--- src/rtl/div64_host_seq_pkg.sv ---
// div64_pkg: shared state encoding, phase codes and tag/status layout for the divide host sequencer
package div64_pkg;
   typedef enum logic [2:0] {ST_IDLE, ST_SEND, ST_WAIT, ST_READ, ST_DONE} state_t;
   localparam logic [2:0] PH_IDLE = 3'd0;
   localparam logic [2:0] PH_LOAD = 3'd1;
   localparam logic [2:0] PH_GO = 3'd3;
   localparam logic [2:0] PH_READ = 3'd5;
   localparam logic [2:0] COP_WB_DEFAULT = 3'd5;
   localparam int STAT_ST_LSB = 4;
   function automatic logic [6:0] mk_tag(input logic [2:0] ph, input logic en, input logic [1:0] seq);
      return {ph, en, 1'b0, seq};
   endfunction
endpackage

--- src/rtl/div64_host_seq_if.sv ---
// div64_host_seq_if: operand/result handshakes plus the coprocessor word bus
interface div64_host_seq_if;
   logic op_valid, op_ready;
   logic [63:0] op_a, op_b;
   logic res_valid, res_ready;
   logic [63:0] res_quot, res_rem;
   logic res_dz, res_to;
   logic [31:0] to_cop, from_cop;
   logic [6:0] tag_cop, stat_cop;
   logic busy;
   modport slave (
      input op_valid, op_a, op_b, res_ready, from_cop, stat_cop,
      output op_ready, res_valid, res_quot, res_rem, res_dz, res_to, to_cop, tag_cop, busy
   );
   modport master (
      output op_valid, op_a, op_b, res_ready, from_cop, stat_cop,
      input op_ready, res_valid, res_quot, res_rem, res_dz, res_to, to_cop, tag_cop, busy
   );
endinterface

--- src/rtl/div64_host_seq_seq_hold_ctr.sv ---
// seq_hold_ctr: reloadable saturating down-counter; o_done flags the final enabled cycle of a hold
module seq_hold_ctr #(
   parameter int MAX = 2
) (
   input  logic clk,
   input  logic reset,
   input  logic i_load,
   input  logic i_en,
   output logic o_done
);
   localparam int W = MAX > 1 ? $clog2(MAX) : 1;
   localparam logic [W-1:0] RELOAD = W'(MAX - 1);
   logic [W-1:0] r_cnt;
   // Load restarts a hold of MAX cycles; counting stops at zero instead of wrapping
   always_ff @(posedge clk) begin
      if (reset) r_cnt <= '0;
      else if (i_load) r_cnt <= RELOAD;
      else if (i_en && r_cnt != '0) r_cnt <= r_cnt - 1'b1;
   end
   assign o_done = i_en && r_cnt == '0;
endmodule

--- src/rtl/div64_host_seq.sv ---
// div64_host_seq: serializes a 64-bit divide onto the coprocessor word bus and collects the result
module div64_host_seq
   import div64_pkg::*;
#(
   parameter int WORD_HOLD = 2,
   parameter int RD_LAT = 2,
   parameter int TIMEOUT_CYCLES = 1024,
   parameter logic [2:0] COP_WB_STATE = COP_WB_DEFAULT
) (
   input logic clk,
   input logic reset,
   div64_host_seq_if.slave bus
);
   state_t r_state, w_next;
   logic r_live, r_dz, r_to;
   logic [63:0] r_a, r_b, r_quot, r_rem;
   logic [1:0] r_idx;
   logic w_accept, w_bz, w_wb, w_last_word, w_en;
   logic w_hold_done, w_rd_done, w_wd_done;
   logic [2:0] w_phase;
   logic [31:0] w_word;
   logic [5:0] w_half;
   logic w_unused;

   assign w_bz = bus.op_b == '0;
   assign w_accept = bus.op_ready && bus.op_valid;
   assign w_wb = bus.stat_cop[STAT_ST_LSB +: 3] == COP_WB_STATE;
   assign w_last_word = r_idx == 2'd3;
   assign w_half = r_idx[0] ? 6'd0 : 6'd32;
   assign w_unused = ^bus.stat_cop[3:0];

   seq_hold_ctr #(.MAX(WORD_HOLD)) u_hold (
      .clk(clk), .reset(reset),
      .i_load((w_accept && !w_bz) || (r_state == ST_SEND && w_hold_done && !w_last_word)),
      .i_en(r_state == ST_SEND), .o_done(w_hold_done)
   );
   seq_hold_ctr #(.MAX(TIMEOUT_CYCLES)) u_wdog (
      .clk(clk), .reset(reset),
      .i_load(r_state == ST_SEND && w_hold_done && w_last_word),
      .i_en(r_state == ST_WAIT), .o_done(w_wd_done)
   );
   seq_hold_ctr #(.MAX(RD_LAT)) u_rd (
      .clk(clk), .reset(reset),
      .i_load((r_state == ST_WAIT && !w_wd_done && w_wb) || (r_state == ST_READ && w_rd_done && r_idx != 2'd0)),
      .i_en(r_state == ST_READ), .o_done(w_rd_done)
   );

   // State register
   always_ff @(posedge clk) r_state <= reset ? ST_IDLE : w_next;

   // Next state: watchdog expiry wins over a write-back indication in the same cycle
   always_comb begin
      w_next = r_state;
      case (r_state)
         ST_IDLE: if (w_accept) w_next = w_bz ? ST_DONE : ST_SEND;
         ST_SEND: if (w_hold_done && w_last_word) w_next = ST_WAIT;
         ST_WAIT: if (w_wd_done) w_next = ST_DONE; else if (w_wb) w_next = ST_READ;
         ST_READ: if (w_rd_done && r_idx == 2'd0) w_next = ST_DONE;
         ST_DONE: if (bus.res_ready) w_next = ST_IDLE;
         default: w_next = ST_IDLE;
      endcase
   end

   // Moore outputs: tag/word bus and handshake flags decoded from the state
   always_comb begin
      w_phase = r_state == ST_SEND ? PH_LOAD : r_state == ST_WAIT ? PH_GO : r_state == ST_READ ? PH_READ : PH_IDLE;
      w_en = r_state inside {ST_SEND, ST_READ};
      w_word = r_idx[1] ? (r_idx[0] ? r_b[63:32] : r_b[31:0]) : (r_idx[0] ? r_a[63:32] : r_a[31:0]);
      bus.tag_cop = mk_tag(w_phase, w_en, w_en ? r_idx : 2'd0);
      bus.to_cop = r_state == ST_SEND ? w_word : '0;
      bus.op_ready = r_state == ST_IDLE && r_live;
      bus.res_valid = r_state == ST_DONE;
      bus.busy = r_state != ST_IDLE;
   end

   assign bus.res_quot = r_quot;
   assign bus.res_rem = r_rem;
   assign bus.res_dz = r_dz;
   assign bus.res_to = r_to;

   // Operand latch, word index walk (up in SEND, down in READ), result capture and status flags
   always_ff @(posedge clk) begin
      if (reset) begin
         r_live <= 1'b0;
         r_a <= '0;
         r_b <= '0;
         r_quot <= '0;
         r_rem <= '0;
         r_idx <= 2'd0;
         r_dz <= 1'b0;
         r_to <= 1'b0;
      end else begin
         r_live <= 1'b1;
         if (w_accept) begin
            r_a <= bus.op_a;
            r_b <= bus.op_b;
            r_idx <= 2'd0;
            r_dz <= w_bz;
            r_to <= 1'b0;
            r_quot <= w_bz ? '1 : '0;
            r_rem <= w_bz ? bus.op_a : '0;
         end
         if (r_state == ST_SEND && w_hold_done && !w_last_word) r_idx <= r_idx + 2'd1;
         if (r_state == ST_WAIT && w_wd_done) r_to <= 1'b1;
         if (r_state == ST_READ && w_rd_done) begin
            if (r_idx[1]) r_rem[w_half +: 32] <= bus.from_cop;
            else r_quot[w_half +: 32] <= bus.from_cop;
            if (r_idx != 2'd0) r_idx <= r_idx - 2'd1;
         end
         if (bus.res_valid && bus.res_ready) begin
            r_dz <= 1'b0;
            r_to <= 1'b0;
         end
      end
   end
endmodule

--- src/flat_wrapper.sv ---
// flat-port wrapper written by rule: the top's interface ports become plain ports
module div64_host_seq_flat import div64_pkg::*;
#(
   parameter int WORD_HOLD = 2,
   parameter int RD_LAT = 2,
   parameter int TIMEOUT_CYCLES = 1024,
   parameter logic [2:0] COP_WB_STATE = COP_WB_DEFAULT
)
  (clk, reset, bus_op_valid, bus_op_a, bus_op_b, bus_res_ready, bus_from_cop, bus_stat_cop, bus_op_ready, bus_res_valid, bus_res_quot, bus_res_rem, bus_res_dz, bus_res_to, bus_to_cop, bus_tag_cop, bus_busy);
  div64_host_seq_if bus_i ();
  input logic clk;
  input logic reset;
  input wire logic [$bits(bus_i.op_valid)-1:0] bus_op_valid;
  input wire logic [$bits(bus_i.op_a)-1:0] bus_op_a;
  input wire logic [$bits(bus_i.op_b)-1:0] bus_op_b;
  input wire logic [$bits(bus_i.res_ready)-1:0] bus_res_ready;
  input wire logic [$bits(bus_i.from_cop)-1:0] bus_from_cop;
  input wire logic [$bits(bus_i.stat_cop)-1:0] bus_stat_cop;
  output wire logic [$bits(bus_i.op_ready)-1:0] bus_op_ready;
  output wire logic [$bits(bus_i.res_valid)-1:0] bus_res_valid;
  output wire logic [$bits(bus_i.res_quot)-1:0] bus_res_quot;
  output wire logic [$bits(bus_i.res_rem)-1:0] bus_res_rem;
  output wire logic [$bits(bus_i.res_dz)-1:0] bus_res_dz;
  output wire logic [$bits(bus_i.res_to)-1:0] bus_res_to;
  output wire logic [$bits(bus_i.to_cop)-1:0] bus_to_cop;
  output wire logic [$bits(bus_i.tag_cop)-1:0] bus_tag_cop;
  output wire logic [$bits(bus_i.busy)-1:0] bus_busy;
  assign bus_i.op_valid = bus_op_valid;
  assign bus_i.op_a = bus_op_a;
  assign bus_i.op_b = bus_op_b;
  assign bus_i.res_ready = bus_res_ready;
  assign bus_i.from_cop = bus_from_cop;
  assign bus_i.stat_cop = bus_stat_cop;
  assign bus_op_ready = bus_i.op_ready;
  assign bus_res_valid = bus_i.res_valid;
  assign bus_res_quot = bus_i.res_quot;
  assign bus_res_rem = bus_i.res_rem;
  assign bus_res_dz = bus_i.res_dz;
  assign bus_res_to = bus_i.res_to;
  assign bus_to_cop = bus_i.to_cop;
  assign bus_tag_cop = bus_i.tag_cop;
  assign bus_busy = bus_i.busy;
  div64_host_seq #(.WORD_HOLD(WORD_HOLD), .RD_LAT(RD_LAT), .TIMEOUT_CYCLES(TIMEOUT_CYCLES), .COP_WB_STATE(COP_WB_STATE)) u_core (.clk(clk), .reset(reset), .bus(bus_i));
endmodule
--- config.mk ---
export PLATFORM = sky130hd
export DESIGN_NAME = div64_host_seq_flat
export DESIGN_NICKNAME = d
export VERILOG_FILES = /design/src/rtl/div64_host_seq_pkg.sv /design/src/rtl/div64_host_seq_if.sv /design/src/rtl/div64_host_seq_seq_hold_ctr.sv /design/src/rtl/div64_host_seq.sv /design/src/flat_wrapper.sv
export SDC_FILE = /design/constraint.sdc
export NUM_CORES = 1
export LEC_CHECK = 0
export BUFFER_PORTS_ARGS = -buffer_cell sky130_fd_sc_hd__buf_2
export CORE_MARGIN = 3
export CORE_UTILIZATION = 30
export CTS_CLUSTER_DIAMETER = 30
export CTS_CLUSTER_SIZE = 28
export DETAILED_ROUTE_END_ITERATION = 8
export MAX_ROUTING_LAYER = met4
export SYNTH_ARGS = -nofsm -noshare
export SYNTH_HDL_FRONTEND = slang
export SYNTH_HIERARCHICAL = 1
export SYNTH_SLANG_ARGS = --single-unit
--- constraint.sdc ---
create_clock -name clk -period 2.6 [get_ports clk]
set_input_delay 0.65 -clock clk [delete_from_list [all_inputs] [get_ports clk]]
set_output_delay 0.65 -clock clk [all_outputs]
set_load 0.05 [all_outputs]
==> results.ini <==
[worst_setup_path]
r2r_slack_ns = 0.18
r2r_start = u_core/r_state[1]$_SDFFE_PP0P_
crit_path_start_kind = flip-flop
reg2reg_to = u_core/u_wdog/r_cnt[5]$_SDFFE_PP0P_
worst-setup-path-type = flip-flop to output pin
end_kind = output pin
critPathCapture = bus_to_cop[4]
path_max_fanout = 7
cp.required_ns = 1.95
cp-startpoint = u_core/r_idx[0]$_SDFF_PP0_
worst_ep_arrival_time_ns = 2.01
reg2regPathDepth = 6

[global_route]
grt_pass1_wl_mm = 69.1
antenna_found_initial = 10
grt_max_degree = 131
grt_use_total_pct = 22.0
grt-ovfl-total = 0
grt_pass1_vias = 11600

[cells_and_area]
final_cell_mix = nand2_1, buf_2, dfxtp_1
nFillCells = 3912
final_nets = 1951
layout_commonest_cell = nand2_1
syn_to_final_growth_pct = 44.3
final_layout_size_suffix_gt1_share_pct = 32.1
finalCoreUtilization_pct = 44.1

[pwr]
switchingPower_mw = 3.25
clkPwrFrac_pct = 61.4
p_comb_share_pct = 6.3
switching_share_pct = 23.7
p_int_mw = 10.4
ir_drop_mv = 0.429
cellLeakagePower_nw = 6.89
p_per_area_nw_per_um2 = 796
pwr-share-seq_pct = 32.3

[timing]
maxSlewViolCount = 0
timing.final.crit_share_pct = 102
rsz0062_at_grt = yes
relSlewSlack_pct = 50.2
fmax_ghz = 0.375
finalClockSkew_ns = 0.0137
tightest_slew_ns = 0.747
worst_slack_ns = -0.0645
finalSetupViolCount = 31
tns_ns = -1.41
hold_viol = 0
fin_crit_ns = 2.66

[cts]
root_buffer = clkbuf_16
clock_latency_ns = 0.56
cts_buffers = 69
max-clock-path-buffers = 3
clock_sinks = 276
clk_pin_slew_ns = 0.04
cts_tree = done
cts_max_level = 3
hold_buffers = 0

[min_path]
hp-class = input pin to flip-flop

[floorplan]
start_util_pct = 30.6
dieArea_um2 = 42200
fp.dieW_um = 205
num_rows = 72
die-height_um = 205
ioPinCount = 343
coreArea_um2 = 39000

[run_status]
run_status = finished, violations left
violations = setup timing

[yosys]
yosys_warnings = 6
synthTopCellsByArea = dfxtp_1, nand2_1, a311oi_1, mux4_2, a21oi_1
synthCells = 1452
syn_nets = 1626
syn-cell-area_um2 = 11900
yosysTopAreaCell = dfxtp_1
yosys.area.top_type_share_pct = 46.3
async_flop_share_pct = 0
synth_edf_count = 0
ys_ff_latch = 276
synth-seq-area-share_pct = 46.3
synthFlopType = dfxtp_1
syn-mean-instance-area_um2 = 8.22
synthDistinctLibCells = 52

[drt]
drt_iter0_drc = 918
wirelength_mm = 46.8
dr.pass1.iters = 5
drcViolationCount = 0
viasPerCell = 5.18
ant_nets = 0
wl_per_cell_um = 19.9
vias = 12200

[run]
drv_cap = 0

[place]
portBuffers = 337
gp_congestion = 0.921
dp_hpwl_mm = 33.1

==> area by class of cell <==
type	count	area [um2]	share of cell area (%)
timing repair buffer	390	2700	15.7
antenna	10	25.0	0.145
clock inverter	33	364	2.12
inverter	11	41.3	0.240
tap	518	648	3.77
multi-input combinational	1029	5940	34.5
sequential	276	5540	32.2
clock buffer	90	1960	11.4
==> synth_stat cells, drive strengths merged (2+ instances only) <==
library cell,instances
mux4,32
buf,38
inv,10
o21ai,6
nor2,139
a311oi,128
xnor2,4
and3b,2
or3,2
mux2,2
o41ai,2
and3,2
a211oi,3
nand2b,4
nor3,4
nor3b,2
nand3,67
nor4,19
clkbuf,98
nand4,8
a21oi,140
or3b,2
nor2b,3
dfxtp,276
and2,36
nand2,397
a31oi,5
ha,3
nand3b,2
==> worst max-delay path, stage by stage, from the launching register on <==
cell     delay (ns)
dfxtp_4        0.48
buf_12         0.17
mux4_2         0.51
and2_4         0.16
buf_8          0.14
==> worst min-delay path by stage <==
stage	startpoint	endpoint	depth (start not counted)
finish	bus_res_ready	u_core/bus.res_to$_SDFFE_PP0P_	2
global route	bus_res_ready	u_core/bus.res_to$_SDFFE_PP0P_	2
CTS	bus_res_ready	u_core/bus.res_to$_SDFFE_PP0P_	2
detailed placement	u_core/r_b[19]$_SDFFE_PP0N_	u_core/r_b[19]$_SDFFE_PP0N_	2
global placement	u_core/r_a[5]$_SDFFE_PP0N_	u_core/r_a[5]$_SDFFE_PP0N_	2
floorplan	u_core/r_a[63]$_SDFFE_PP0N_	u_core/r_a[63]$_SDFFE_PP0N_	2
==> sequential cells by signal (all words and copies together), names as in the netlist <==
name	count
u_core/bus.res_dz	1
u_core/bus.res_quot	64
u_core/u_rd/r_cnt	1
u_core/bus.res_to	1
u_core/r_state	3
u_core/r_live	1
u_core/r_idx	2
u_core/r_b	64
u_core/u_hold/r_cnt	1
u_core/u_wdog/r_cnt	10
u_core/r_a	64
u_core/bus.res_rem	64
==> stage by stage <==
step	hold WS [ns]	setup slack [ns]	area [um2]	cells	power (mW)
final	0.349	-0.0645	17200	2357	13.7
after global routing	0.334	-0.130	17200	2357	14.2
after CTS	0.306	-0.126	17100	2347	13.8
after detailed placement	0.444	-0.276	14300	2217	5.31
after global placement	0.440	-0.230	14300	2217	5.30
after floorplan	0.433	0.226	11900	1452	4.89
==> power groups by stage <==
stage	clock network, mW	logic, mW	registers [mW]
2_1_floorplan	0	0.427	4.46
3_3_place_gp	0	0.807	4.50
3_5_place_dp	0	0.807	4.50
4_1_cts	8.57	0.856	4.42
5_1_grt	8.80	0.937	4.43
6_report	8.41	0.860	4.42
==> cell families (layout without fill, tap and decap cells) <==
group / after synthesis / after routing / synth area share [%]
simple gates: 693 / 693 / 24.6
compound gates: 293 / 293 / 17.0
flops: 276 / 276 / 46.3
buf+inv: 147 / 524 / 5.14
mux: 35 / 35 / 6.31
xor+xnor: 4 / 4 / 0.294
fa+ha+maj: 3 / 3 / 0.315
other cells: 1 / 11 / 0.0314
==> what timing repair did <==
action,in CTS,in global routing
endpoints found under the setup margin,33,35
resized for setup,110,29
cloned,2,0
hold endpoints to repair,0,0
pin swaps,4,22
buffers inserted,5,0
==> metal layers <==
layer,up-vias,global-route usage [%],wire length (um)
met5,-,-,0
met4,0,9.35,1450
met3,87,3.99,3460
met2,520,31.2,20300
met1,5795,30.7,21600
li1,5804,-,-
Note: power is estimated with default switching activity, not from simulation.
